`src/rtl/fpalu_pkg.sv`:
```
// Shared widths, unpack constants and types for the FPALU issue/collect stage.
//   fp16_unpack  : IEEE FP16 -> FP29i {sgn, exp[5:0], man_dn[21:0]}
//   fp16_special : FP16 operand is Inf/NaN
package fpalu_pkg;

    localparam int unsigned FP16_SGN_W = 1;
    localparam int unsigned FP16_EXP_W = 5;
    localparam int unsigned FP16_MAN_W = 10;
    localparam int unsigned FP16_W     = FP16_SGN_W + FP16_EXP_W + FP16_MAN_W;

    localparam int unsigned UNI_SGN_W  = 1;
    localparam int unsigned UNI_EXP_W  = 6;
    localparam int unsigned UNI_MAN_W  = 22;
    localparam int unsigned UNI_W      = UNI_SGN_W + UNI_EXP_W + UNI_MAN_W;

    localparam int unsigned FP16_BIAS  = 15;
    localparam int unsigned UNI_BIAS   = 31;

    localparam int unsigned UNPACK_REBIAS = UNI_BIAS - FP16_BIAS;  // 16
    localparam int unsigned DENORM_EXP    = UNPACK_REBIAS + 1;     // 17
    localparam int unsigned INF_EXP       = 31 + UNPACK_REBIAS;    // 47

    // Zero padding below the FP16 mantissa inside man_dn.
    localparam int unsigned MAN_PAD_W = UNI_MAN_W - 1 - FP16_MAN_W;

    localparam int unsigned ALU_LAT_DEF = 4;

    typedef struct packed {
        logic                 sgn;
        logic [UNI_EXP_W-1:0] exp;
        logic [UNI_MAN_W-1:0] man_dn;
    } uni_t;

    // Input-queue payload (tag travels alongside, its width is a parameter).
    typedef struct packed {
        logic op;
        logic exc;
        uni_t a;
        uni_t b;
    } iq_ops_t;

    // Result-queue payload (tag travels alongside).
    typedef struct packed {
        uni_t y;
        logic exc;
    } rq_data_t;

    function automatic logic fp16_special(input logic [FP16_W-1:0] h);
        return h[FP16_W-2 -: FP16_EXP_W] == {FP16_EXP_W{1'b1}};
    endfunction

    function automatic uni_t fp16_unpack(input logic [FP16_W-1:0] h);
        uni_t                  u;
        logic [FP16_EXP_W-1:0] e;
        logic [FP16_MAN_W-1:0] m;
        e = h[FP16_W-2 -: FP16_EXP_W];
        m = h[FP16_MAN_W-1:0];
        u.sgn = h[FP16_W-1];
        if (e == '0) begin
            u.exp    = UNI_EXP_W'(DENORM_EXP);
            u.man_dn = {1'b0, m, {MAN_PAD_W{1'b0}}};
        end else if (e == {FP16_EXP_W{1'b1}}) begin
            u.exp    = UNI_EXP_W'(INF_EXP);
            u.man_dn = {1'b1, m, {MAN_PAD_W{1'b0}}};
        end else begin
            u.exp    = UNI_EXP_W'(e) + UNI_EXP_W'(UNPACK_REBIAS);
            u.man_dn = {1'b1, m, {MAN_PAD_W{1'b0}}};
        end
        return u;
    endfunction

endpackage

```
`src/rtl/fpalu_issue_q_if.sv`:
```
// Request / FPALU / result signal bundle of fpalu_issue_q.
//   master : environment side (drives requests, FPALU result, res_ready)
//   slave  : fpalu_issue_q side
interface fpalu_issue_q_if
    import fpalu_pkg::*;
#(
    parameter int unsigned TAG_W = 4
);
    logic                  in_valid;
    logic                  in_ready;
    logic                  in_op;
    logic                  in_a_sel_uni;
    logic [FP16_W-1:0]     in_a_fp16;
    logic [UNI_W-1:0]      in_a_uni;
    logic                  in_b_sel_uni;
    logic [FP16_W-1:0]     in_b_fp16;
    logic [UNI_W-1:0]      in_b_uni;
    logic [TAG_W-1:0]      in_tag;

    logic                  alu_a_sgn;
    logic [UNI_EXP_W-1:0]  alu_a_exp;
    logic [UNI_MAN_W-1:0]  alu_a_man_dn;
    logic                  alu_b_sgn;
    logic [UNI_EXP_W-1:0]  alu_b_exp;
    logic [UNI_MAN_W-1:0]  alu_b_man_dn;
    logic                  alu_add_muln;
    logic                  alu_y_sgn;
    logic [UNI_EXP_W-1:0]  alu_y_exp;
    logic [UNI_MAN_W-1:0]  alu_y_man_dn;

    logic                  res_valid;
    logic                  res_ready;
    logic [UNI_W-1:0]      res_uni;
    logic [TAG_W-1:0]      res_tag;
    logic                  res_exc;

    modport master (
        output in_valid, in_op, in_a_sel_uni, in_a_fp16, in_a_uni,
               in_b_sel_uni, in_b_fp16, in_b_uni, in_tag,
               alu_y_sgn, alu_y_exp, alu_y_man_dn, res_ready,
        input  in_ready, alu_a_sgn, alu_a_exp, alu_a_man_dn,
               alu_b_sgn, alu_b_exp, alu_b_man_dn, alu_add_muln,
               res_valid, res_uni, res_tag, res_exc
    );

    modport slave (
        input  in_valid, in_op, in_a_sel_uni, in_a_fp16, in_a_uni,
               in_b_sel_uni, in_b_fp16, in_b_uni, in_tag,
               alu_y_sgn, alu_y_exp, alu_y_man_dn, res_ready,
        output in_ready, alu_a_sgn, alu_a_exp, alu_a_man_dn,
               alu_b_sgn, alu_b_exp, alu_b_man_dn, alu_add_muln,
               res_valid, res_uni, res_tag, res_exc
    );

endinterface

```
`src/rtl/fpq_fifo.sv`:
```
// Synchronous FIFO, power-of-2 depth, registered head, occupancy count.
//   wr_en/wr_data : push (ignored when full unless popping the same cycle)
//   rd_en/rd_data : pop (ignored when empty); rd_data is the current head
//   count         : registered occupancy
module fpq_fifo #(
    parameter int unsigned DEPTH = 4,
    parameter int unsigned W     = 8
) (
    input  logic                         clk,
    input  logic                         rst_n,
    input  logic                         wr_en,
    input  logic [W-1:0]                 wr_data,
    input  logic                         rd_en,
    output logic [W-1:0]                 rd_data,
    output logic [$clog2(DEPTH+1)-1:0]   count
);

    localparam int unsigned PTR_W = (DEPTH > 1) ? $clog2(DEPTH) : 1;
    localparam int unsigned CNT_W = $clog2(DEPTH + 1);

    logic [W-1:0]     mem [DEPTH];
    logic [PTR_W-1:0] wr_ptr;
    logic [PTR_W-1:0] rd_ptr;
    logic             full;
    logic             do_wr;
    logic             do_rd;

    assign full  = (count == CNT_W'(DEPTH));
    assign do_rd = rd_en && (count != '0);
    assign do_wr = wr_en && (!full || do_rd);

    // Pointers wrap naturally because DEPTH is a power of 2.
    always_ff @(posedge clk or negedge rst_n) begin
        if (!rst_n) begin
            wr_ptr <= '0;
            rd_ptr <= '0;
            count  <= '0;
        end else begin
            if (do_wr) wr_ptr <= wr_ptr + PTR_W'(1);
            if (do_rd) rd_ptr <= rd_ptr + PTR_W'(1);
            count <= count + CNT_W'(do_wr) - CNT_W'(do_rd);
        end
    end

    // Storage: contents are don't-care while unoccupied, so no reset.
    always_ff @(posedge clk) begin
        if (do_wr) mem[wr_ptr] <= wr_data;
    end

    assign rd_data = mem[rd_ptr];

endmodule

```
`src/rtl/fpalu_issue_q.sv`:
```
// Operand issue and result collection around the fixed-latency FPALU.
//   clk, rst_n : clock, async active-low reset
//   bus.in_*   : request handshake with FP16/FP29i operands and user tag
//   bus.alu_*  : operands/mode to the FPALU and its result (ALU_LAT later)
//   bus.res_*  : result queue head with valid/ready handshake
module fpalu_issue_q
    import fpalu_pkg::*;
#(
    parameter int unsigned IQ_DEPTH = 4,
    parameter int unsigned RQ_DEPTH = 8,
    parameter int unsigned ALU_LAT  = ALU_LAT_DEF,
    parameter int unsigned TAG_W    = 4
) (
    input  logic           clk,
    input  logic           rst_n,
    fpalu_issue_q_if.slave bus
);

    localparam int unsigned IQ_CNT_W = $clog2(IQ_DEPTH + 1);
    localparam int unsigned RQ_CNT_W = $clog2(RQ_DEPTH + 1);
    localparam int unsigned CRED_W   = RQ_CNT_W + 1;
    localparam int unsigned IQ_W     = $bits(iq_ops_t) + TAG_W;
    localparam int unsigned RQ_W     = $bits(rq_data_t) + TAG_W;

    // Operand unpack ahead of the input queue.
    iq_ops_t enq_ops;
    always_comb begin
        enq_ops.op  = bus.in_op;
        enq_ops.a   = bus.in_a_sel_uni ? uni_t'(bus.in_a_uni) : fp16_unpack(bus.in_a_fp16);
        enq_ops.b   = bus.in_b_sel_uni ? uni_t'(bus.in_b_uni) : fp16_unpack(bus.in_b_fp16);
        enq_ops.exc = (!bus.in_a_sel_uni && fp16_special(bus.in_a_fp16))
                   || (!bus.in_b_sel_uni && fp16_special(bus.in_b_fp16));
    end

    // Input queue.
    logic [IQ_CNT_W-1:0] iq_count;
    logic [IQ_W-1:0]     iq_head;
    iq_ops_t             head_ops;
    logic [TAG_W-1:0]    head_tag;
    logic                iq_push;
    logic                issue;

    assign bus.in_ready = (iq_count < IQ_CNT_W'(IQ_DEPTH));
    assign iq_push      = bus.in_valid && bus.in_ready;

    fpq_fifo #(.DEPTH(IQ_DEPTH), .W(IQ_W)) u_iq (
        .clk     (clk),
        .rst_n   (rst_n),
        .wr_en   (iq_push),
        .wr_data ({bus.in_tag, enq_ops}),
        .rd_en   (issue),
        .rd_data (iq_head),
        .count   (iq_count)
    );

    assign {head_tag, head_ops} = iq_head;

    // Credit check: every in-flight op already owns a result-queue slot.
    logic [RQ_CNT_W-1:0] inflight_cnt;
    logic [RQ_CNT_W-1:0] rq_count;
    logic [CRED_W-1:0]   credit_used;

    assign credit_used = CRED_W'(inflight_cnt) + CRED_W'(rq_count);
    assign issue       = (iq_count != '0) && (credit_used < CRED_W'(RQ_DEPTH));

    // FPALU drive: head entry while issuing, idle encoding otherwise.
    always_comb begin
        bus.alu_a_sgn    = 1'b0;
        bus.alu_a_exp    = '0;
        bus.alu_a_man_dn = '0;
        bus.alu_b_sgn    = 1'b0;
        bus.alu_b_exp    = '0;
        bus.alu_b_man_dn = '0;
        bus.alu_add_muln = 1'b1;
        if (issue) begin
            bus.alu_a_sgn    = head_ops.a.sgn;
            bus.alu_a_exp    = head_ops.a.exp;
            bus.alu_a_man_dn = head_ops.a.man_dn;
            bus.alu_b_sgn    = head_ops.b.sgn;
            bus.alu_b_exp    = head_ops.b.exp;
            bus.alu_b_man_dn = head_ops.b.man_dn;
            bus.alu_add_muln = head_ops.op;
        end
    end

    // Shadow pipe mirroring the FPALU latency.
    logic [ALU_LAT-1:0]            sh_vld;
    logic [ALU_LAT-1:0]            sh_exc;
    logic [ALU_LAT-1:0][TAG_W-1:0] sh_tag;
    logic                          retire;

    assign retire = sh_vld[ALU_LAT-1];

    always_ff @(posedge clk or negedge rst_n) begin
        if (!rst_n) begin
            sh_vld       <= '0;
            sh_exc       <= '0;
            sh_tag       <= '0;
            inflight_cnt <= '0;
        end else begin
            sh_vld[0] <= issue;
            sh_exc[0] <= head_ops.exc;
            sh_tag[0] <= head_tag;
            for (int unsigned i = 1; i < ALU_LAT; i++) begin
                sh_vld[i] <= sh_vld[i-1];
                sh_exc[i] <= sh_exc[i-1];
                sh_tag[i] <= sh_tag[i-1];
            end
            inflight_cnt <= inflight_cnt + RQ_CNT_W'(issue) - RQ_CNT_W'(retire);
        end
    end

    // Result queue.
    rq_data_t         rq_wr;
    rq_data_t         rq_head;
    logic [TAG_W-1:0] rq_head_tag;
    logic [RQ_W-1:0]  rq_rd;
    logic             rq_pop;

    always_comb begin
        rq_wr.y.sgn    = bus.alu_y_sgn;
        rq_wr.y.exp    = bus.alu_y_exp;
        rq_wr.y.man_dn = bus.alu_y_man_dn;
        rq_wr.exc      = sh_exc[ALU_LAT-1];
    end

    assign bus.res_valid = (rq_count != '0);
    assign rq_pop        = bus.res_valid && bus.res_ready;

    fpq_fifo #(.DEPTH(RQ_DEPTH), .W(RQ_W)) u_rq (
        .clk     (clk),
        .rst_n   (rst_n),
        .wr_en   (retire),
        .wr_data ({sh_tag[ALU_LAT-1], rq_wr}),
        .rd_en   (rq_pop),
        .rd_data (rq_rd),
        .count   (rq_count)
    );

    assign {rq_head_tag, rq_head} = rq_rd;

    // Result outputs read as zero while the queue is empty.
    always_comb begin
        bus.res_uni = '0;
        bus.res_tag = '0;
        bus.res_exc = 1'b0;
        if (bus.res_valid) begin
            bus.res_uni = rq_head.y;
            bus.res_tag = rq_head_tag;
            bus.res_exc = rq_head.exc;
        end
    end

endmodule
```
`src/flat_wrapper.sv`:
```
// flat-port wrapper written by rule: the top's interface ports become plain ports
module fpalu_issue_q_flat import fpalu_pkg::*;
#(
    parameter int unsigned IQ_DEPTH = 4,
    parameter int unsigned RQ_DEPTH = 8,
    parameter int unsigned ALU_LAT  = ALU_LAT_DEF,
    parameter int unsigned TAG_W    = 4
)
  (clk, rst_n, bus_in_valid, bus_in_op, bus_in_a_sel_uni, bus_in_a_fp16, bus_in_a_uni, bus_in_b_sel_uni, bus_in_b_fp16, bus_in_b_uni, bus_in_tag, bus_alu_y_sgn, bus_alu_y_exp, bus_alu_y_man_dn, bus_res_ready, bus_in_ready, bus_alu_a_sgn, bus_alu_a_exp, bus_alu_a_man_dn, bus_alu_b_sgn, bus_alu_b_exp, bus_alu_b_man_dn, bus_alu_add_muln, bus_res_valid, bus_res_uni, bus_res_tag, bus_res_exc);
  fpalu_issue_q_if #(.TAG_W(TAG_W)) bus_i ();
  input  logic clk;
  input  logic rst_n;
  input wire logic [$bits(bus_i.in_valid)-1:0] bus_in_valid;
  input wire logic [$bits(bus_i.in_op)-1:0] bus_in_op;
  input wire logic [$bits(bus_i.in_a_sel_uni)-1:0] bus_in_a_sel_uni;
  input wire logic [$bits(bus_i.in_a_fp16)-1:0] bus_in_a_fp16;
  input wire logic [$bits(bus_i.in_a_uni)-1:0] bus_in_a_uni;
  input wire logic [$bits(bus_i.in_b_sel_uni)-1:0] bus_in_b_sel_uni;
  input wire logic [$bits(bus_i.in_b_fp16)-1:0] bus_in_b_fp16;
  input wire logic [$bits(bus_i.in_b_uni)-1:0] bus_in_b_uni;
  input wire logic [$bits(bus_i.in_tag)-1:0] bus_in_tag;
  input wire logic [$bits(bus_i.alu_y_sgn)-1:0] bus_alu_y_sgn;
  input wire logic [$bits(bus_i.alu_y_exp)-1:0] bus_alu_y_exp;
  input wire logic [$bits(bus_i.alu_y_man_dn)-1:0] bus_alu_y_man_dn;
  input wire logic [$bits(bus_i.res_ready)-1:0] bus_res_ready;
  output wire logic [$bits(bus_i.in_ready)-1:0] bus_in_ready;
  output wire logic [$bits(bus_i.alu_a_sgn)-1:0] bus_alu_a_sgn;
  output wire logic [$bits(bus_i.alu_a_exp)-1:0] bus_alu_a_exp;
  output wire logic [$bits(bus_i.alu_a_man_dn)-1:0] bus_alu_a_man_dn;
  output wire logic [$bits(bus_i.alu_b_sgn)-1:0] bus_alu_b_sgn;
  output wire logic [$bits(bus_i.alu_b_exp)-1:0] bus_alu_b_exp;
  output wire logic [$bits(bus_i.alu_b_man_dn)-1:0] bus_alu_b_man_dn;
  output wire logic [$bits(bus_i.alu_add_muln)-1:0] bus_alu_add_muln;
  output wire logic [$bits(bus_i.res_valid)-1:0] bus_res_valid;
  output wire logic [$bits(bus_i.res_uni)-1:0] bus_res_uni;
  output wire logic [$bits(bus_i.res_tag)-1:0] bus_res_tag;
  output wire logic [$bits(bus_i.res_exc)-1:0] bus_res_exc;
  assign bus_i.in_valid = bus_in_valid;
  assign bus_i.in_op = bus_in_op;
  assign bus_i.in_a_sel_uni = bus_in_a_sel_uni;
  assign bus_i.in_a_fp16 = bus_in_a_fp16;
  assign bus_i.in_a_uni = bus_in_a_uni;
  assign bus_i.in_b_sel_uni = bus_in_b_sel_uni;
  assign bus_i.in_b_fp16 = bus_in_b_fp16;
  assign bus_i.in_b_uni = bus_in_b_uni;
  assign bus_i.in_tag = bus_in_tag;
  assign bus_i.alu_y_sgn = bus_alu_y_sgn;
  assign bus_i.alu_y_exp = bus_alu_y_exp;
  assign bus_i.alu_y_man_dn = bus_alu_y_man_dn;
  assign bus_i.res_ready = bus_res_ready;
  assign bus_in_ready = bus_i.in_ready;
  assign bus_alu_a_sgn = bus_i.alu_a_sgn;
  assign bus_alu_a_exp = bus_i.alu_a_exp;
  assign bus_alu_a_man_dn = bus_i.alu_a_man_dn;
  assign bus_alu_b_sgn = bus_i.alu_b_sgn;
  assign bus_alu_b_exp = bus_i.alu_b_exp;
  assign bus_alu_b_man_dn = bus_i.alu_b_man_dn;
  assign bus_alu_add_muln = bus_i.alu_add_muln;
  assign bus_res_valid = bus_i.res_valid;
  assign bus_res_uni = bus_i.res_uni;
  assign bus_res_tag = bus_i.res_tag;
  assign bus_res_exc = bus_i.res_exc;
  fpalu_issue_q #(.IQ_DEPTH(IQ_DEPTH), .RQ_DEPTH(RQ_DEPTH), .ALU_LAT(ALU_LAT), .TAG_W(TAG_W)) u_core (.clk(clk), .rst_n(rst_n), .bus(bus_i));
endmodule
```
`config.mk`:
```
export PLATFORM = sky130hd
export DESIGN_NAME = fpalu_issue_q_flat
export DESIGN_NICKNAME = d
export VERILOG_FILES = /design/src/rtl/fpalu_pkg.sv /design/src/rtl/fpalu_issue_q_if.sv /design/src/rtl/fpq_fifo.sv /design/src/rtl/fpalu_issue_q.sv /design/src/flat_wrapper.sv
export SDC_FILE = /design/constraint.sdc
export NUM_CORES = 1
export LEC_CHECK = 0
export CORE_ASPECT_RATIO = 0.75
export CORE_MARGIN = 2
export CORE_UTILIZATION = 30
export DETAILED_ROUTE_END_ITERATION = 12
export PLACE_DENSITY = 0.54
export SYNTH_ARGS = -nofsm -noshare
export SYNTH_HDL_FRONTEND = slang
export SYNTH_HIERARCHICAL = 1
export SYNTH_SLANG_ARGS = --single-unit
```
`constraint.sdc`:
```
create_clock -name clk -period 8.6 [get_ports clk]
set_clock_uncertainty 0.2 [all_clocks]
set_input_delay 1.72 -clock clk [delete_from_list [all_inputs] [get_ports clk]]
set_output_delay 1.72 -clock clk [all_outputs]
set_load 0.02 [all_outputs]
```
==> impl_metrics.tcl <==
set metrics [dict create \
    run_status "completed" \
    maxSlewViolCount 0 \
    cts_buffer_depth 3 \
    ys_types 41 \
    power.switching_w 0.00306 \
    end_kind "output port" \
    dp_hpwl_mm 27.1 \
    grt_pass1_wl_mm 75.1 \
    setup_tns_ns 0 \
    cap_violations 0 \
    io_pins 225 \
    switching_share_pct 31.7 \
    clk_pin_slew_worst_paths_ns 0.06 \
    dieArea_um2 78000 \
    critPathBufInv 2 \
    seq_power_share_pct 39.9 \
    syn_inst 1065 \
    first_pass_iters 7 \
    p_total_w 0.00965 \
    die_w_um 322 \
    path_cells "buf_4, mux4_2, mux2_2, nor2b_1, clkdlybuf4s50_1" \
    holdPathStages 0 \
    async_flop_share_pct 7.85 \
    max_freq_mhz 171 \
    p_leak_nw 9.24 \
    finalHoldViolations 0 \
    wl_per_cell_um 21.2 \
    overflow 0 \
    final.period_utilization_pct 68.0 \
    cts_max_level 2 \
    period_needed_ns 5.85 \
    syn_area_um2 22700 \
    p_int_w 0.00659 \
    layout_common_cells "528 x edfxtp_1, 223 x clkdlybuf4s50_1, 132 x mux4_2" \
    numCtsBuffers 60 \
    drtIter0Drc 653 \
    clkLatencyLatePin_ns 0.62 \
    avgViaCountPerCell 4.64 \
    ctsHoldBuffers 0 \
    critical_path.slowest_cell "dfrtp_4" \
    place_congestion 0.681 \
    ys_ff_latch 573 \
    synth_warnings 6 \
    drive_above_1_share_pct 24.0 \
    dieHeight_um 242 \
    start_kind "flop" \
    worstPathRequired_ns 6.68 \
    timing.slew.headroom_pct 26.9 \
    setup.worst_path.class "flop to output port" \
    crit_family "buffers and inverters" \
    synthFlopType "edfxtp_1" \
    grt_pass1_vias 12000 \
    ff2ff_path_depth 8 \
    hp-start "u_core/sh_vld[1]" \
    fin_nets 1471 \
    power_density_nw_per_um2 346 \
    cts_setup_buffers 0 \
    final_common_cell "edfxtp_1" \
    root_buffer "clkbuf_16" \
    ys_seq_area_share_pct 74.7 \
    tightest_slew_ns 1.10 \
    port-buffer-count 224 \
    ir_worst_vdd_mv 0.172 \
    antenna_found_initial 3 \
    initial_core_util_pct 30.2 \
    routed_wl_mm 49.6 \
    yosysTopAreaCell "edfxtp_1" \
    fillers 6918 \
    grt_max_degree 70 \
    rows 87 \
    synth_area_leaders "edfxtp_1 70%, mux4_2 13%, dfrtp_1 5.0%" \
    clkPwrFrac_pct 25.2 \
    r2r-start "u_core/u_rq/count[1]" \
    postRouteAntennaNets 0 \
    synth_nets 1218 \
    synth_edf_count 528 \
    arrival_ns 3.93 \
    cts_tree "done" \
    combPwrFrac_pct 34.9 \
    final-setup-viol-count 0 \
    hold_path_class "flop to flop" \
    synth_area_per_cell_um2 21.3 \
    cpPeakStageDelay_ns 0.87 \
    rsz0062_at_grt "false" \
    drcViolationCount 0 \
    cts.sinks 573 \
    area_delta_synth_final_pct 22.9 \
    synth_top_area_share_pct 69.8 \
    n_antenna_cell 0 \
    cts_resized 0 \
    hold_end "u_core/sh_vld[2]" \
    cp_max_fo 39 \
    reg2reg_to "u_core/u_iq/mem[3][8]" \
    core_um2 75100 \
    regToRegSetupSlack_ns 4.46 \
    grt_util_all_layers_pct 12.9 \
    vias 10900 \
]
## final cells by class
| cell class | instances | area, um2 | area share, % |
|---|---|---|---|
| multi-input combinational | 416 | 5390 | 19.3 |
| timing repair buffer | 246 | 2400 | 8.61 |
| clock inverter | 37 | 260 | 0.932 |
| inverter | 21 | 78.8 | 0.282 |
| sequential | 573 | 17000 | 60.9 |
| tap | 979 | 1220 | 4.39 |
| clock buffer | 71 | 1560 | 5.60 |
## synthesized netlist by cell type, drive strengths merged, types with 2 or more instances
cell / n
a21o: 2
a21oi: 4
and2: 27
and3: 59
buf: 35
clkbuf: 20
dfrtp: 45
edfxtp: 528
fa: 3
ha: 20
inv: 21
mux2: 67
mux4: 132
nand2: 11
nand2b: 7
nand4: 2
nor2: 2
nor2b: 37
nor3: 9
nor4: 6
o21ai: 4
or3b: 2
xnor2: 11
xor2: 3
## power by group through the flow
stage               combinational, W  clock, W  sequential, W
finish                       0.00337   0.00243        0.00385
global route                 0.00365   0.00262        0.00392
CTS                          0.00346   0.00251        0.00387
detailed placement           0.00345         0        0.00393
global placement             0.00344         0        0.00391
floorplan                    0.00234         0        0.00369
## routing by layer
layer / routed length (um) / track usage [%]
met2: 24200 / 21.5
met3: 3430 / 3.96
met1: 21100 / 16.3
met5: 41 / 0
met4: 850 / 3.20
## worst max-delay path by stage
stage	startpoint	to	cells after the start
2_1_floorplan	bus_res_ready	u_core/u_rq/mem[0][0]	4
3_3_place_gp	u_core/u_rq/rd_ptr[1]	bus_res_exc	5
3_5_place_dp	u_core/u_rq/rd_ptr[1]	bus_res_exc	5
4_1_cts	u_core/u_rq/rd_ptr[1]	bus_res_exc	5
5_1_grt	u_core/u_rq/rd_ptr[1]	bus_res_exc	5
6_report	u_core/u_rq/rd_ptr[1]	bus_res_exc	5
## metrics by stage
| stage | hold WS (ns) | setup WS (ns) | instances | area [um2] | util (%) |
|---|---|---|---|---|---|
| final | 0.141 | 2.75 | 2343 | 27900 | 37.2 |
| after global routing | 0.142 | 2.46 | 2343 | 27900 | 37.2 |
| after CTS | 0.144 | 2.58 | 2343 | 27900 | 37.2 |
| after detailed placement | 0.135 | 3.27 | 2235 | 26100 | 34.7 |
| after global placement | 0.134 | 3.30 | 2235 | 26100 | 34.7 |
| after floorplan | 0.131 | 2.36 | 1065 | 22700 | - |
## sequential cells by signal, summed over array words and instances (netlist names)
| register | count |
|---|---|
| u_core/u_iq/count | 3 |
| u_core/u_rq/wr_ptr | 3 |
| u_core/u_iq/wr_ptr | 2 |
| u_core/u_iq/mem | 256 |
| u_core/u_rq/mem | 272 |
| u_core/inflight_cnt | 4 |
| u_core/sh_exc | 4 |
| u_core/u_iq/rd_ptr | 2 |
| u_core/u_rq/count | 4 |
| u_core/sh_tag | 16 |
| u_core/u_rq/rd_ptr | 3 |
| u_core/sh_vld | 4 |
## kinds of logic after synthesis
family | Yosys count | synth area share (%)
adder cells (fa/ha/maj) | 23 | 1.37
buffers and inverters | 76 | 1.82
multiplexers | 200 | 16.6
AO/OA/AOI/OAI | 14 | 0.408
XOR/XNOR | 14 | 0.540
AND/OR/NAND/NOR | 165 | 4.51
flip-flops | 573 | 74.7
(Power assumes the default switching activity.)
